[config.mk]
export PLATFORM = sky130hd
export DESIGN_NAME = rect_plotter
export DESIGN_NICKNAME = d
export VERILOG_FILES = /design/src/rtl/battle_pkg.sv /design/src/rtl/cmd_fifo.sv /design/src/rtl/rect_plotter.sv
export SDC_FILE = /design/constraint.sdc
export NUM_CORES = 1
export LEC_CHECK = 0
export ABC_AREA = 1
export BUFFER_PORTS_ARGS = -buffer_cell sky130_fd_sc_hd__buf_2
export CORE_MARGIN = 2
export CORE_UTILIZATION = 60
export DETAILED_ROUTE_END_ITERATION = 8
export PLACE_DENSITY_LB_ADDON = 0.3
export SLEW_MARGIN = 20
export SYNTH_ARGS = -nofsm -noshare
export SYNTH_HDL_FRONTEND = slang
export SYNTH_SLANG_ARGS = --single-unit
[constraint.sdc]
create_clock -name clock -period 4.4 [get_ports clock]
set_clock_uncertainty 0.05 [all_clocks]
set_input_delay 0.66 -clock clock [delete_from_list [all_inputs] [get_ports clock]]
set_output_delay 0.66 -clock clock [all_outputs]
set_load 0.05 [all_outputs]
[src/rtl/battle_pkg.sv]
// Shared screen geometry, palette and rect_plotter types used across the drawing blocks.
package battle_pkg;

    localparam int SCREEN_W = 160;
    localparam int SCREEN_H = 120;

    localparam logic [2:0] BLACK = 3'b000;
    localparam logic [2:0] WHITE = 3'b111;
    localparam logic [2:0] RED   = 3'b100;
    localparam logic [2:0] BLUE  = 3'b001;
    localparam logic [2:0] GREEN = 3'b010;

    typedef enum logic [1:0] {
        ST_IDLE = 2'd0,
        ST_LOAD = 2'd1,
        ST_DRAW = 2'd2
    } plot_state_t;

    typedef struct packed {
        logic [7:0] x;
        logic [7:0] y;
        logic [7:0] w;
        logic [7:0] h;
        logic [2:0] colour;
    } rect_cmd_t;

    localparam int CMD_W = $bits(rect_cmd_t);

endpackage

[src/rtl/cmd_fifo.sv]
// Single-clock command FIFO with full/empty flags; pushes while full and pops while empty are ignored.
module cmd_fifo #(
    parameter int DEPTH = 4,
    parameter int WIDTH = 35
) (
    input  logic             clock,
    input  logic             resetn,
    input  logic             push,
    input  logic             pop,
    input  logic [WIDTH-1:0] wdata,
    output logic [WIDTH-1:0] rdata,
    output logic             full,
    output logic             empty
);

    localparam int AW = $clog2(DEPTH);

    logic [WIDTH-1:0] mem [DEPTH];
    logic [AW:0]      wptr;
    logic [AW:0]      rptr;
    logic             do_push;
    logic             do_pop;

    // Extra pointer bit separates the full and empty cases when the indices match.
    assign full    = (wptr[AW] != rptr[AW]) && (wptr[AW-1:0] == rptr[AW-1:0]);
    assign empty   = (wptr == rptr);
    assign do_push = push && !full;
    assign do_pop  = pop && !empty;
    assign rdata   = mem[rptr[AW-1:0]];

    always_ff @(posedge clock or negedge resetn) begin
        if (!resetn) begin
            wptr <= '0;
            rptr <= '0;
        end else begin
            if (do_push) wptr <= wptr + 1'b1;
            if (do_pop)  rptr <= rptr + 1'b1;
        end
    end

    always_ff @(posedge clock) begin
        if (do_push) mem[wptr[AW-1:0]] <= wdata;
    end

endmodule

[src/rtl/rect_plotter.sv]
// Rectangle fill engine: queues draw commands and streams one clipped pixel per cycle to vga_adapter.
//   state | meaning
//   IDLE  | waiting for a queued command
//   LOAD  | pop head command into working registers, clear dx/dy
//   DRAW  | one pixel per cycle, row-major over the rectangle
module rect_plotter #(
    parameter int FIFO_DEPTH = 4,
    parameter int SCREEN_W   = battle_pkg::SCREEN_W,
    parameter int SCREEN_H   = battle_pkg::SCREEN_H
) (
    input  logic       clock,
    input  logic       resetn,
    input  logic       cmd_valid,
    output logic       cmd_ready,
    input  logic [7:0] cmd_x,
    input  logic [7:0] cmd_y,
    input  logic [7:0] cmd_w,
    input  logic [7:0] cmd_h,
    input  logic [2:0] cmd_colour,
    output logic [7:0] x,
    output logic [6:0] y,
    output logic [2:0] colour,
    output logic       plot,
    output logic       busy,
    output logic       done
);

    import battle_pkg::*;

    localparam logic [8:0] X_LIMIT = 9'(SCREEN_W);
    localparam logic [8:0] Y_LIMIT = 9'(SCREEN_H);

    rect_cmd_t   push_cmd;
    rect_cmd_t   head_cmd;
    rect_cmd_t   work;
    logic        fifo_full;
    logic        fifo_empty;
    logic        fifo_pop;
    plot_state_t state;
    plot_state_t state_nxt;
    logic [7:0]  dx;
    logic [7:0]  dy;
    logic [8:0]  sum_x;
    logic [8:0]  sum_y;
    logic        row_end;
    logic        last_pixel;
    logic        finish;
    logic        finish_q;

    assign push_cmd = {cmd_x, cmd_y, cmd_w, cmd_h, cmd_colour};

    cmd_fifo #(
        .DEPTH (FIFO_DEPTH),
        .WIDTH (CMD_W)
    ) u_cmd_fifo (
        .clock  (clock),
        .resetn (resetn),
        .push   (cmd_valid),
        .pop    (fifo_pop),
        .wdata  (push_cmd),
        .rdata  (head_cmd),
        .full   (fifo_full),
        .empty  (fifo_empty)
    );

    assign cmd_ready  = !fifo_full;
    assign busy       = !fifo_empty || (state != ST_IDLE);
    assign row_end    = (dx == work.w - 8'd1);
    assign last_pixel = row_end && (dy == work.h - 8'd1);
    assign sum_x      = {1'b0, work.x} + {1'b0, dx};
    assign sum_y      = {1'b0, work.y} + {1'b0, dy};

    always_comb begin
        state_nxt = state;
        fifo_pop  = 1'b0;
        finish    = 1'b0;
        case (state)
            ST_IDLE: begin
                if (!fifo_empty) state_nxt = ST_LOAD;
            end
            ST_LOAD: begin
                fifo_pop = 1'b1;
                if (head_cmd.w == 8'd0 || head_cmd.h == 8'd0) begin
                    state_nxt = ST_IDLE;
                    finish    = 1'b1;
                end else begin
                    state_nxt = ST_DRAW;
                end
            end
            ST_DRAW: begin
                if (last_pixel) begin
                    state_nxt = ST_IDLE;
                    finish    = 1'b1;
                end
            end
            default: state_nxt = ST_IDLE;
        endcase
    end

    always_ff @(posedge clock or negedge resetn) begin
        if (!resetn) state <= ST_IDLE;
        else         state <= state_nxt;
    end

    always_ff @(posedge clock or negedge resetn) begin
        if (!resetn) begin
            work <= '0;
            dx   <= '0;
            dy   <= '0;
        end else if (state == ST_LOAD) begin
            work <= head_cmd;
            dx   <= '0;
            dy   <= '0;
        end else if (state == ST_DRAW) begin
            if (row_end) begin
                dx <= '0;
                dy <= dy + 8'd1;
            end else begin
                dx <= dx + 8'd1;
            end
        end
    end

    // Pixel stage is one register deep, so done trails finish by two edges to land after the last pixel.
    always_ff @(posedge clock or negedge resetn) begin
        if (!resetn) begin
            x        <= '0;
            y        <= '0;
            colour   <= '0;
            plot     <= 1'b0;
            finish_q <= 1'b0;
            done     <= 1'b0;
        end else begin
            finish_q <= finish;
            done     <= finish_q;
            plot     <= 1'b0;
            if (state == ST_DRAW) begin
                x      <= sum_x[7:0];
                y      <= sum_y[6:0];
                colour <= work.colour;
                plot   <= (sum_x < X_LIMIT) && (sum_y < Y_LIMIT);
            end
        end
    end

endmodule

Word-level counts from Yosys, hierarchy flattened:

Memories as Yosys holds them, arrays and structs flattened.
Index checks and enable logic that the tools add are counted.

* reductions and logical operators: 17
* muxes and demuxes: 17
* eq/ne operators: 9
* add/subtract/negate cells: 8
* order comparisons: 2

Operators by type and width (number)
* $mux W8: 6
* $add A8 B8 Y9: 2
* $add A8 B1 Y8 const B: 2
* $eq A8 B8 Y1: 2
* $logic_not A8 Y1: 2
* $sub A8 B1 Y8 const B: 2
* $lt A9 B7 Y1 const B: 1
* $lt A9 B8 Y1 const B: 1
* $add A3 B1 Y3 const B: 2
* $mux W1: 6
* $mux W2: 3
* $pmux W2 S3: 1
* $reduce_bool A2 Y1: 3
* $logic_and A1 B1 Y1: 5
* $ne A2 B2 Y1 const B: 2
* $reduce_and A2 Y1: 2
* $eq A3 B3 Y1: 1
* $eq A2 B1 Y1 const B: 1
* $eq A2 B2 Y1: 1
* $eq A2 B2 Y1 const B: 1
* $logic_not A1 Y1: 2
* $logic_not A2 Y1: 1
* $logic_or A1 B1 Y1: 2
* $pmux W1 S2: 1
* $ne A1 B1 Y1: 1

* register bits after elaboration: 80
* memory bits (writable): 140
* word-level logic and storage cells: 70
* output and inout bits: 22
* memories kept: 1

Memory list
* u_cmd_fifo.mem: words 4, width 35, read ports 1, clocked after Yosys merged registers in 0, wr ports 1, line cmd_fifo.sv:18 `logic [WIDTH-1:0] mem [DEPTH];`

Logic depth before layout (Yosys ltp):

Gate-level depths: netlist of the first run.

* word-level depth: 6
* depth in mapped cells: 16

Cells and area by module:

A second synthesis of the first run with hierarchy kept.

* cells, all modules: 977
* area total of the unflattened synthesis: 9970.8 sq um

By module, submodules not included
* cmd_fifo: instances 1, cells an instance 399, area an instance 5621.6 sq um, sequential area each 4354.2 sq um
* rect_plotter: instances 1, cells an instance 578, area an instance 4349.2 sq um, sequential area each 1851.8 sq um

Worst setup path before layout of the first run:

No wires, ideal clock.

* path kind: register -> register
* from: register u_cmd_fifo.rptr[0]
* to: memory u_cmd_fifo.mem[3][0] (enable)
* buffers on the path: 2
* cell stages (with the launch flop): 7
* path slack: 0.793 ns
* clock period less this slack: 3.607 ns
* data arrival time: 3.127 ns
* library setup time: 0.430 ns
* cells stage by stage: dfrtp_1 -> buf_4 -> buf_4 -> xnor2_1 -> nand3b_1 -> nand2_1 -> nor2_1

* word-level cells in the longest chain between the ends: 6

Ends and longest elaborated chain
* start, declared: line cmd_fifo.sv:20 `logic [AW:0] rptr;`
* start signal, assigned: line cmd_fifo.sv:37 `if (do_pop) rptr <= rptr + 1'b1;`
* $eq A2 B2 Y1: line cmd_fifo.sv:25 `assign full = (wptr[AW] != rptr[AW]) && (wptr[AW-1:0] == rptr[AW-1:0]);`
* $logic_and A1 B1 Y1: line cmd_fifo.sv:25
* $logic_not A1 Y1
* via cmd_ready: line rect_plotter.sv:14 `output logic cmd_ready,`
* $logic_and A1 B1 Y1: line cmd_fifo.sv:27 `assign do_push = push && !full;`
* $mux W1: line cmd_fifo.sv:42 `if (do_push) mem[wptr[AW-1:0]] <= wdata;`
* $mux W1 (implied by the code): line cmd_fifo.sv:42
* end, declared: line cmd_fifo.sv:18

The timed path passes the listed nets, and every way through them passes these cells.

Final worst setup path of the first run:

* from: register u_cmd_fifo.rptr[1]
* to: memory u_cmd_fifo.mem[1][28] (enable)

* word-level cells in the longest chain between the ends: 6

Ends and longest elaborated chain (line)
* $eq A2 B2 Y1: cmd_fifo.sv:25
* $logic_and A1 B1 Y1: cmd_fifo.sv:25
* $logic_not A1 Y1: cmd_fifo.sv:27
* $logic_and A1 B1 Y1: cmd_fifo.sv:27
* $mux W1: cmd_fifo.sv:42
* $mux W1 (implied by the code): cmd_fifo.sv:42

Every way passes these cells.

==> results of run 1 <==
-- sequential cells by signal, indices dropped and copies added (netlist names) --
name,flops
dy,8
colour,3
state,2
u_cmd_fifo.wptr,3
dx,8
y,7
u_cmd_fifo.rptr,3
x,8
plot,1
done,1
u_cmd_fifo.mem,140
work,35
finish_q,1
-- power by group --
| part | internal [mW] | switching [mW] |
|---|---|---|
| combinational | 1.05 | 2.34 |
| sequential | 2.86 | 0.381 |
| clock | 1.07 | 0.741 |
| total | 4.98 | 3.46 |
-- logic make-up after synthesis --
| kind of cell | after synthesis | synth area share, % |
|---|---|---|
| flops | 220 | 62.5 |
| fa+ha+maj | 30 | 3.93 |
| simple gates | 447 | 18.6 |
| buf+inv | 101 | 4.20 |
| xor+xnor | 32 | 2.96 |
| compound gates | 135 | 7.74 |
-- synth_stat cells, types with 3 or more instances --
| cell | number | area, µm² |
|---|---|---|
| nand2_1 | 228 | 856 |
| o21ai_0 | 74 | 370 |
| dfrtp_1 | 80 | 2000 |
| clkbuf_1 | 22 | 82.6 |
| a21oi_1 | 21 | 105 |
| nand4_1 | 16 | 100 |
| xor2_1 | 17 | 149 |
| inv_1 | 59 | 221 |
| ha_1 | 28 | 350 |
| xnor2_1 | 14 | 123 |
| buf_2 | 12 | 60.1 |
| o21ai_2 | 8 | 70.1 |
| nor2_1 | 122 | 458 |
| a21o_1 | 3 | 22.5 |
| or2_2 | 6 | 37.5 |
| o22ai_1 | 4 | 25.0 |
| edfxtp_1 | 140 | 4200 |
| a31oi_1 | 19 | 119 |
| nand3_1 | 63 | 315 |
-- metal layers --
metal,wire length (µm),vias to the layer above
met4,259,0
met3,1040,28
li1,-,3383
met5,0,-
met2,9220,189
met1,8730,3209
-- worst reg2reg max path: stages, from the launching register on --
cell and delay [ns]:
dfrtp_1 0.65, xnor2_1 0.20, nand3b_1 0.13, nand2_1 0.28, nor2_4 0.90
-- path summary, 6_finish.rpt --
path	from	endpoint	slack (ns)	depth (start not counted)
setup / recovery	u_cmd_fifo.rptr[1]	u_cmd_fifo.mem[1][28]	1.77	4
hold / removal	resetn	y[3]	0.15	1
setup reg to reg	u_cmd_fifo.rptr[1]	u_cmd_fifo.mem[1][28]	1.77	4
hold reg to reg	finish_q	done	0.30	0
max in group asynchronous	resetn	u_cmd_fifo.rptr[0]	3.30	2
min in group clock	finish_q	done	0.30	0
-- stage by stage --
stage	std cells	util, %
detailed placement	1211	63.6
finish	1255	68.3
CTS	1252	67.9
floorplan	965	-
global placement	1211	63.6
global route	1255	68.3
-- cell type report --
| cell class | count | area, µm² | share of cell area [%] |
|---|---|---|---|
| Inverter | 62 | 234 | 2.09 |
| Clock inverter | 16 | 128 | 1.14 |
| Multi-Input combinational cell | 644 | 3330 | 29.8 |
| Sequential cell | 220 | 6210 | 55.6 |
| Clock buffer | 25 | 583 | 5.22 |
| Tap cell | 220 | 275 | 2.46 |
| Timing Repair Buffer | 68 | 410 | 3.67 |
==> metrics.md, run 1 <==
| Metric | Value |
|---|---|
| Status | `completed` |
| Final net count | `1,087` |
| H-tree depth | `1` |
| DR vias/cell | `5.43` |
| Row Count | `47` |
| TritonRoute pass-1 iters | `5` |
| Rel. slew slack | `28.5%` |
| Max-cap violations | `0` |
| Post-synth ARST share | `36.4%` |
| EDFF count, synth | `140` |
| ANT cells | `0` |
| Clock Sinks | `220` |
| FF+latch count, synth | `220` |
| Die area | `~0.018 mm²` |
| Global Route Usage Sum | `22.0%` |
| Crit-path cells | `xnor2_1, nand3b_1, nand2_1, nor2_4` |
| WL/cell | `15.3 µm` |
| Max Fclk | `between 300 and 400 MHz` |
| Register area share after synthesis | `62.5%` |
| Fin. Hold Viols | `0` |
| Postcts setup bufs | `0` |
| Commonest cells after routing, fill and taps aside | `nand2_1, edfxtp_1, nor2_1, dfrtp_1, o21ai_0` |
| Area grow syn2layout | `12.5%` |
| Placed cell area | `about 0.010 mm²` |
| Worst-path clk slew | `0.06 ns` |
| TritonCTS buffer count | `23` |
| Largest stage delay, worst path | `0.90 ns` |
| GR Util met2 | `35.7%` |
| Post-CTS sizing | `0` |
| Pleak | `approximately 4.7 nW` |
| Hold Path Class | `primary input to asynchronous set/reset pin` |
| GPL Wtd Cong | `around 0.87` |
| GRT Max-Usage Layer | `met2` |
| Post-Syn Instances | `965` |
| Met1 Track Usage GR | `around a third` |
| Synthesized Nets | `1,033` |
| CP max stage cell | `nor2_4` |
| PD cells | `755 mW/mm²` |
| Grt met3 use | `approximately 3.2%` |
| Final period utilization | `59.7%` |
| Peak VDD IR | `0.407 mV` |
| Die W | `approximately 130 µm` |
| Hold WS | `0.155 ns` |
| Layout cell share with drive strength beyond 1 | `12.4%` |
| Largest net degree at the start of global routing | `72` |
| Clk_lat worst skew | `around 0.50 ns` |
| Worst setup margin | `1.77 ns` |
| Count of cell types in the netlist | `39` |
| Initial detailed-routing violation count | `684` |
| DP Worst Slack | `1.74 ns` |
| CTS Buffer Depth | `3` |
| Commonest non-fill, non-tap cell in the layout | `nand2_1` |
| WS Path Type | `flop to flop` |
| First-pass GRT wire length | `between 30 and 40 mm` |
| Die Y | `between 100 and 150 µm` |
| Vias in the first global route | `6,251` |
| CP arrival | `2.69 ns` |
| CP required | `4.46 ns` |
| Mapped cell area | `0.00993 mm²` |
| Residual DRC count | `0` |
| Post-Route WL | `19.3 mm` |
| Top Family by Delay on Critical Path | `simple AND/OR/NAND/NOR gates` |
| Syn Area/Cell | `10.3 µm²` |
| Buf/Inv on CP | `0` |
| Total grt overflow | `0` |
| Critical Path Source Type | `flop` |
| Max Fanout on Critical Path | `35` |
| YS warnings | `0` |
| Least-Margin Pin Slew | `between 1 and 1.5 ns` |
| Final HPWL DP | `around 12 mm` |
| Vias | `6,809` |
| Tmin final | `2.63 ns` |
| Hold_buf cts | `0` |
| Max-slew violation count | `0` |
| Root buf cell | `clkbuf_16` |
| Ys flop type | `edfxtp_1` |
| CTS tree | `yes` |
| Port-buffer cells | `59` |
| Antenna Nets Post-Route | `0` |
| Cell area after layout | `0.0112 mm²` |
| Fillers | `~1,200` |
| Starting Density | `60.7%` |
| Core Area | `0.0163 mm²` |
| Initial antenna violation count | `0` |
| RSZ-0062 raised after global routing | `no` |
| Tot Pwr | `8.44 mW` |
| Setup TNS | `0 ns` |
| Final setup vio count | `0` |
| Worst setup EP type | `flop` |
| IO Count | `60` |
No activity file was read; power rests on OpenSTA's default activity.
==> run 2: changes to the inputs <==
- ABC_AREA: 1 -> 0
- clock period: 4.4 -> 2.6 ns (I/O delays scaled with it)
==> metrics.md, run 2 <==
| Metric | Value |
|---|---|
| Initial detailed-routing violation count | `549 (was 684)` |
| Syn Area/Cell | `15.8 µm² (was 10.3 µm²)` |
| Total grt overflow | `0 (unchanged)` |
| FF+latch count, synth | `220 (unchanged)` |
| Status | `completed (unchanged)` |
| Count leader, synth | `edfxtp_1 (was nand2_1)` |
| PD cells | `1290 mW/mm² (was 755 mW/mm²)` |
| Tmin final | `2.57 ns (was 2.63 ns)` |
| EDFF count, synth | `140 (unchanged)` |
| Port-buffer cells | `59 (unchanged)` |
| Layout cell share with drive strength beyond 1 | `31.4% (was 12.4%)` |
| Largest stage delay, worst path | `0.43 ns (was 0.90 ns)` |
| Row Count | `46 (was 47)` |
| CP max stage cell | `or4_4 (was nor2_4)` |
| P_int | `9.64 mW (was 4.98 mW)` |
| CTS Buffer Depth | `3 (unchanged)` |
| Area grow syn2layout | `18.0% (was 12.5%)` |
| Sw frac | `34.6% (was 41.0%)` |
| IO Count | `60 (unchanged)` |
| Max reg flops | `140 (unchanged)` |
| Antenna Nets Post-Route | `0 (unchanged)` |
| Ranking of synthesized cells by area | `edfxtp_1, dfrtp_1, mux4_2 (was edfxtp_1, dfrtp_1, nand2_1)` |
| TritonRoute pass-1 iters | `5 (unchanged)` |
| Final period utilization | `99.0% (was 59.7%)` |
| Switch Pwr | `5.10 mW (was 3.46 mW)` |
| Placed cell area | `0.0105 mm² (was 0.0104 mm²)` |
| Initial antenna violation count | `0 (unchanged)` |
| Crit path launch | `work[11] (was u_cmd_fifo.rptr[1])` |
| Fillers | `978 (was 1,227)` |
| Synthesized Nets | `681 (was 1,033)` |
| Commonest non-fill, non-tap cell in the layout | `edfxtp_1 (was nand2_1)` |
| First-pass GRT wire length | `31.5 mm (was 31.3 mm)` |
| Post-synth ARST share | `36.4% (unchanged)` |
| Post-Syn Instances | `613 (was 965)` |
| Die W | `131 µm (was 133 µm)` |
| Most frequent cells after synthesis | `edfxtp_1, dfrtp_1, mux2_2 (was nand2_1, edfxtp_1, nor2_1)` |
| Die Y | `131 µm (was 133 µm)` |
| WS Path Type | `flop to flop (unchanged)` |
| Starting Density | `61.0% (was 60.7%)` |
| ANT cells | `0 (unchanged)` |
| Max-cap violations | `0 (unchanged)` |
| Peak VDD IR | `0.838 mV (was 0.407 mV)` |
| R2R Setup Slk | `0.03 ns (was 1.77 ns)` |
| Mapped cell area | `0.00966 mm² (was 0.00993 mm²)` |
| Yosys top cell by area | `edfxtp_1 (unchanged)` |
| Clock Sinks | `220 (unchanged)` |
| Reg2reg start | `work[11] (was u_cmd_fifo.rptr[1])` |
| Core Area | `0.0158 mm² (was 0.0163 mm²)` |
| Vias in the first global route | `5,969 (was 6,251)` |
| H-tree depth | `1 (unchanged)` |
| Die area | `0.0171 mm² (was 0.0176 mm²)` |
| Largest net degree at the start of global routing | `42 (was 72)` |
| Worst-path clk slew | `0.06 ns (about the same)` |
| Pleak | `4.34 nW (was 4.74 nW)` |
| WL/cell | `20.8 µm (was 15.3 µm)` |
| Max Fanout on Critical Path | `5 (was 35)` |
| Max Fclk | `388 MHz (was 381 MHz)` |
| Global Route Usage Sum | `24.1% (was 22.0%)` |
| DR vias/cell | `6.05 (was 5.43)` |
| GPL Wtd Cong | `0.874 (was 0.867)` |
| Rel. slew slack | `59.3% (was 28.5%)` |
| Critical Path Source Type | `flop (unchanged)` |
| Cell area after layout | `0.0114 mm² (was 0.0112 mm²)` |
| TritonCTS buffer count | `22 (was 23)` |
| Final net count | `778 (was 1,087)` |
| Clk_lat worst skew | `0.49 ns (was 0.50 ns)` |
| Hold Path Class | `primary input to flop (was primary input to asynchronous set/reset pin)` |
| Clock share of power | `24.1% (was 21.5%)` |
| Final core utilization | `72.0% (was 68.3%)` |
| Worst setup EP type | `flop (unchanged)` |
| HP Start | `cmd_x[7]` |
| Least-Margin Pin Slew | `0.606 ns (was 1.07 ns)` |
| Setup TNS | `0 ns (unchanged)` |
| Count of cell types in the netlist | `63 (was 39)` |
| CTS tree | `yes (unchanged)` |
| Seq pwr share | `36.8% (was 38.4%)` |
| Synth top area share | `43.5% (was 42.4%)` |
| Residual DRC count | `0 (unchanged)` |
| Post-Route WL | `19.6 mm (was 19.3 mm)` |
| YS warnings | `0 (unchanged)` |
| Final setup vio count | `0 (unchanged)` |
| Fin. Hold Viols | `0 (unchanged)` |
| CP arrival | `2.90 ns (was 2.69 ns)` |
| Commonest cells after routing, fill and taps aside | `edfxtp_1, dfrtp_1, buf_2, mux2_2, mux4_2 (was nand2_1, edfxtp_1, nor2_1, dfrtp_1, o21ai_0)` |
| Crit-path cells | `inv_2, ha_4, or3b_4, or4_4, a211oi_4, o211a_4, o21ai_4, a211o_1 (was xnor2_1, nand3b_1, nand2_1, nor2_4)` |
| Ys flop type | `edfxtp_1 (unchanged)` |
| Vias | `5,701 (was 6,809)` |
| Final HPWL DP | `12.7 mm (was 12.3 mm)` |
| Max-slew violation count | `0 (unchanged)` |
| Comb pwr share | `39.1% (was 40.2%)` |
| RSZ-0062 raised after global routing | `yes (was no)` |
| Register area share after synthesis | `64.2% (was 62.5%)` |
| CP required | `2.92 ns (was 4.46 ns)` |
| Root buf cell | `clkbuf_16 (unchanged)` |
## run 2: cell types whose count changed in the layout (fill, tap and decap cells not counted), sizes merged, moves of 11 or more
cell | previous run | this run
nand2 | 231 | 27
nor2 | 123 | 9
o21ai | 83 | 16
nand3 | 64 | 17
mux2 | 0 | 41
mux4 | 0 | 35
inv | 60 | 29
buf | 68 | 92
a31oi | 19 | 4
a21oi | 21 | 10
xnor2 | 14 | 25
## run 2: per-layer routing
layer  vias up  GRT usage, %  part of all wire (%)
met5         -             0                     0
met4         0          5.82                   1.6
met3        27          3.91                   6.0
met2       219          40.9                    51
met1      2891          33.4                    42
li1       2564             -                     -
## run 2: worst max-delay path, delay by kind of cell (launching register included)
family	cells	cell delay, ns
AO/OA/AOI/OAI	4	0.98
adder cells (fa/ha/maj)	1	0.13
flip-flops	1	0.40
buffers and inverters	1	0.09
AND/OR/NAND/NOR	2	0.80
## run 2: kinds of logic after synthesis
group | share of synthesized area, %
AOI/OAI and AO/OA | 6.35
xor gates and xnor gates | 3.17
adders and majority gates | 4.14
buffers and inverters | 1.96
DFF | 64.2
muxes | 13.6
and+or+nand+nor | 6.58
## run 2: layout make-up
type | count | area (µm²) | share of cell area (%)
Timing Repair Buffer | 93 | 663 | 5.82
Multi-Input combinational cell | 344 | 3320 | 29.1
Clock buffer | 30 | 632 | 5.54
Clock inverter | 10 | 201 | 1.77
Sequential cell | 220 | 6210 | 54.4
Tap cell | 216 | 270 | 2.37
Inverter | 29 | 109 | 0.955
## run 2: path summary, 6_finish.rpt
check,to,depth (start not counted)
setup / recovery,dy[2],8
hold / removal,u_cmd_fifo.mem[2][34],1
setup reg to reg,dy[2],8
hold reg to reg,done,0
max in group asynchronous,u_cmd_fifo.rptr[0],3
min in group asynchronous,x[2],2
## run 2: timing repair
item	CTS	global route
buffers inserted	4	2
endpoints found under the hold margin	40	0
gates resized for setup	3	6
pin swaps	3	5
hold buffers	1	0
setup endpoints to repair	5	6
## run 2: metrics by stage
stage | setup slack (ns) | std cells | total power, mW | hold WS (ns)
4_1_cts | 0.00956 | 940 | 14.8 | 0.0370
2_1_floorplan | -0.0488 | 613 | 9.39 | 0.0444
6_report | 0.0260 | 942 | 14.7 | 0.0549
3_3_place_gp | -0.0148 | 895 | 10.9 | 0.316
5_1_grt | -0.0612 | 942 | 15.5 | 0.0351
3_5_place_dp | -0.0728 | 895 | 11.1 | 0.331
## run 2: power by group through the flow
| stage | Combinational [mW] | Clock (mW) | Sequential (mW) |
|---|---|---|---|
| 4_1_cts | 5.74 | 3.62 | 5.42 |
| 5_1_grt | 6.24 | 3.77 | 5.51 |
| 2_1_floorplan | 3.60 | 0 | 5.79 |
| 3_3_place_gp | 5.48 | 0 | 5.38 |
| 6_report | 5.76 | 3.55 | 5.42 |
| 3_5_place_dp | 5.64 | 0 | 5.47 |
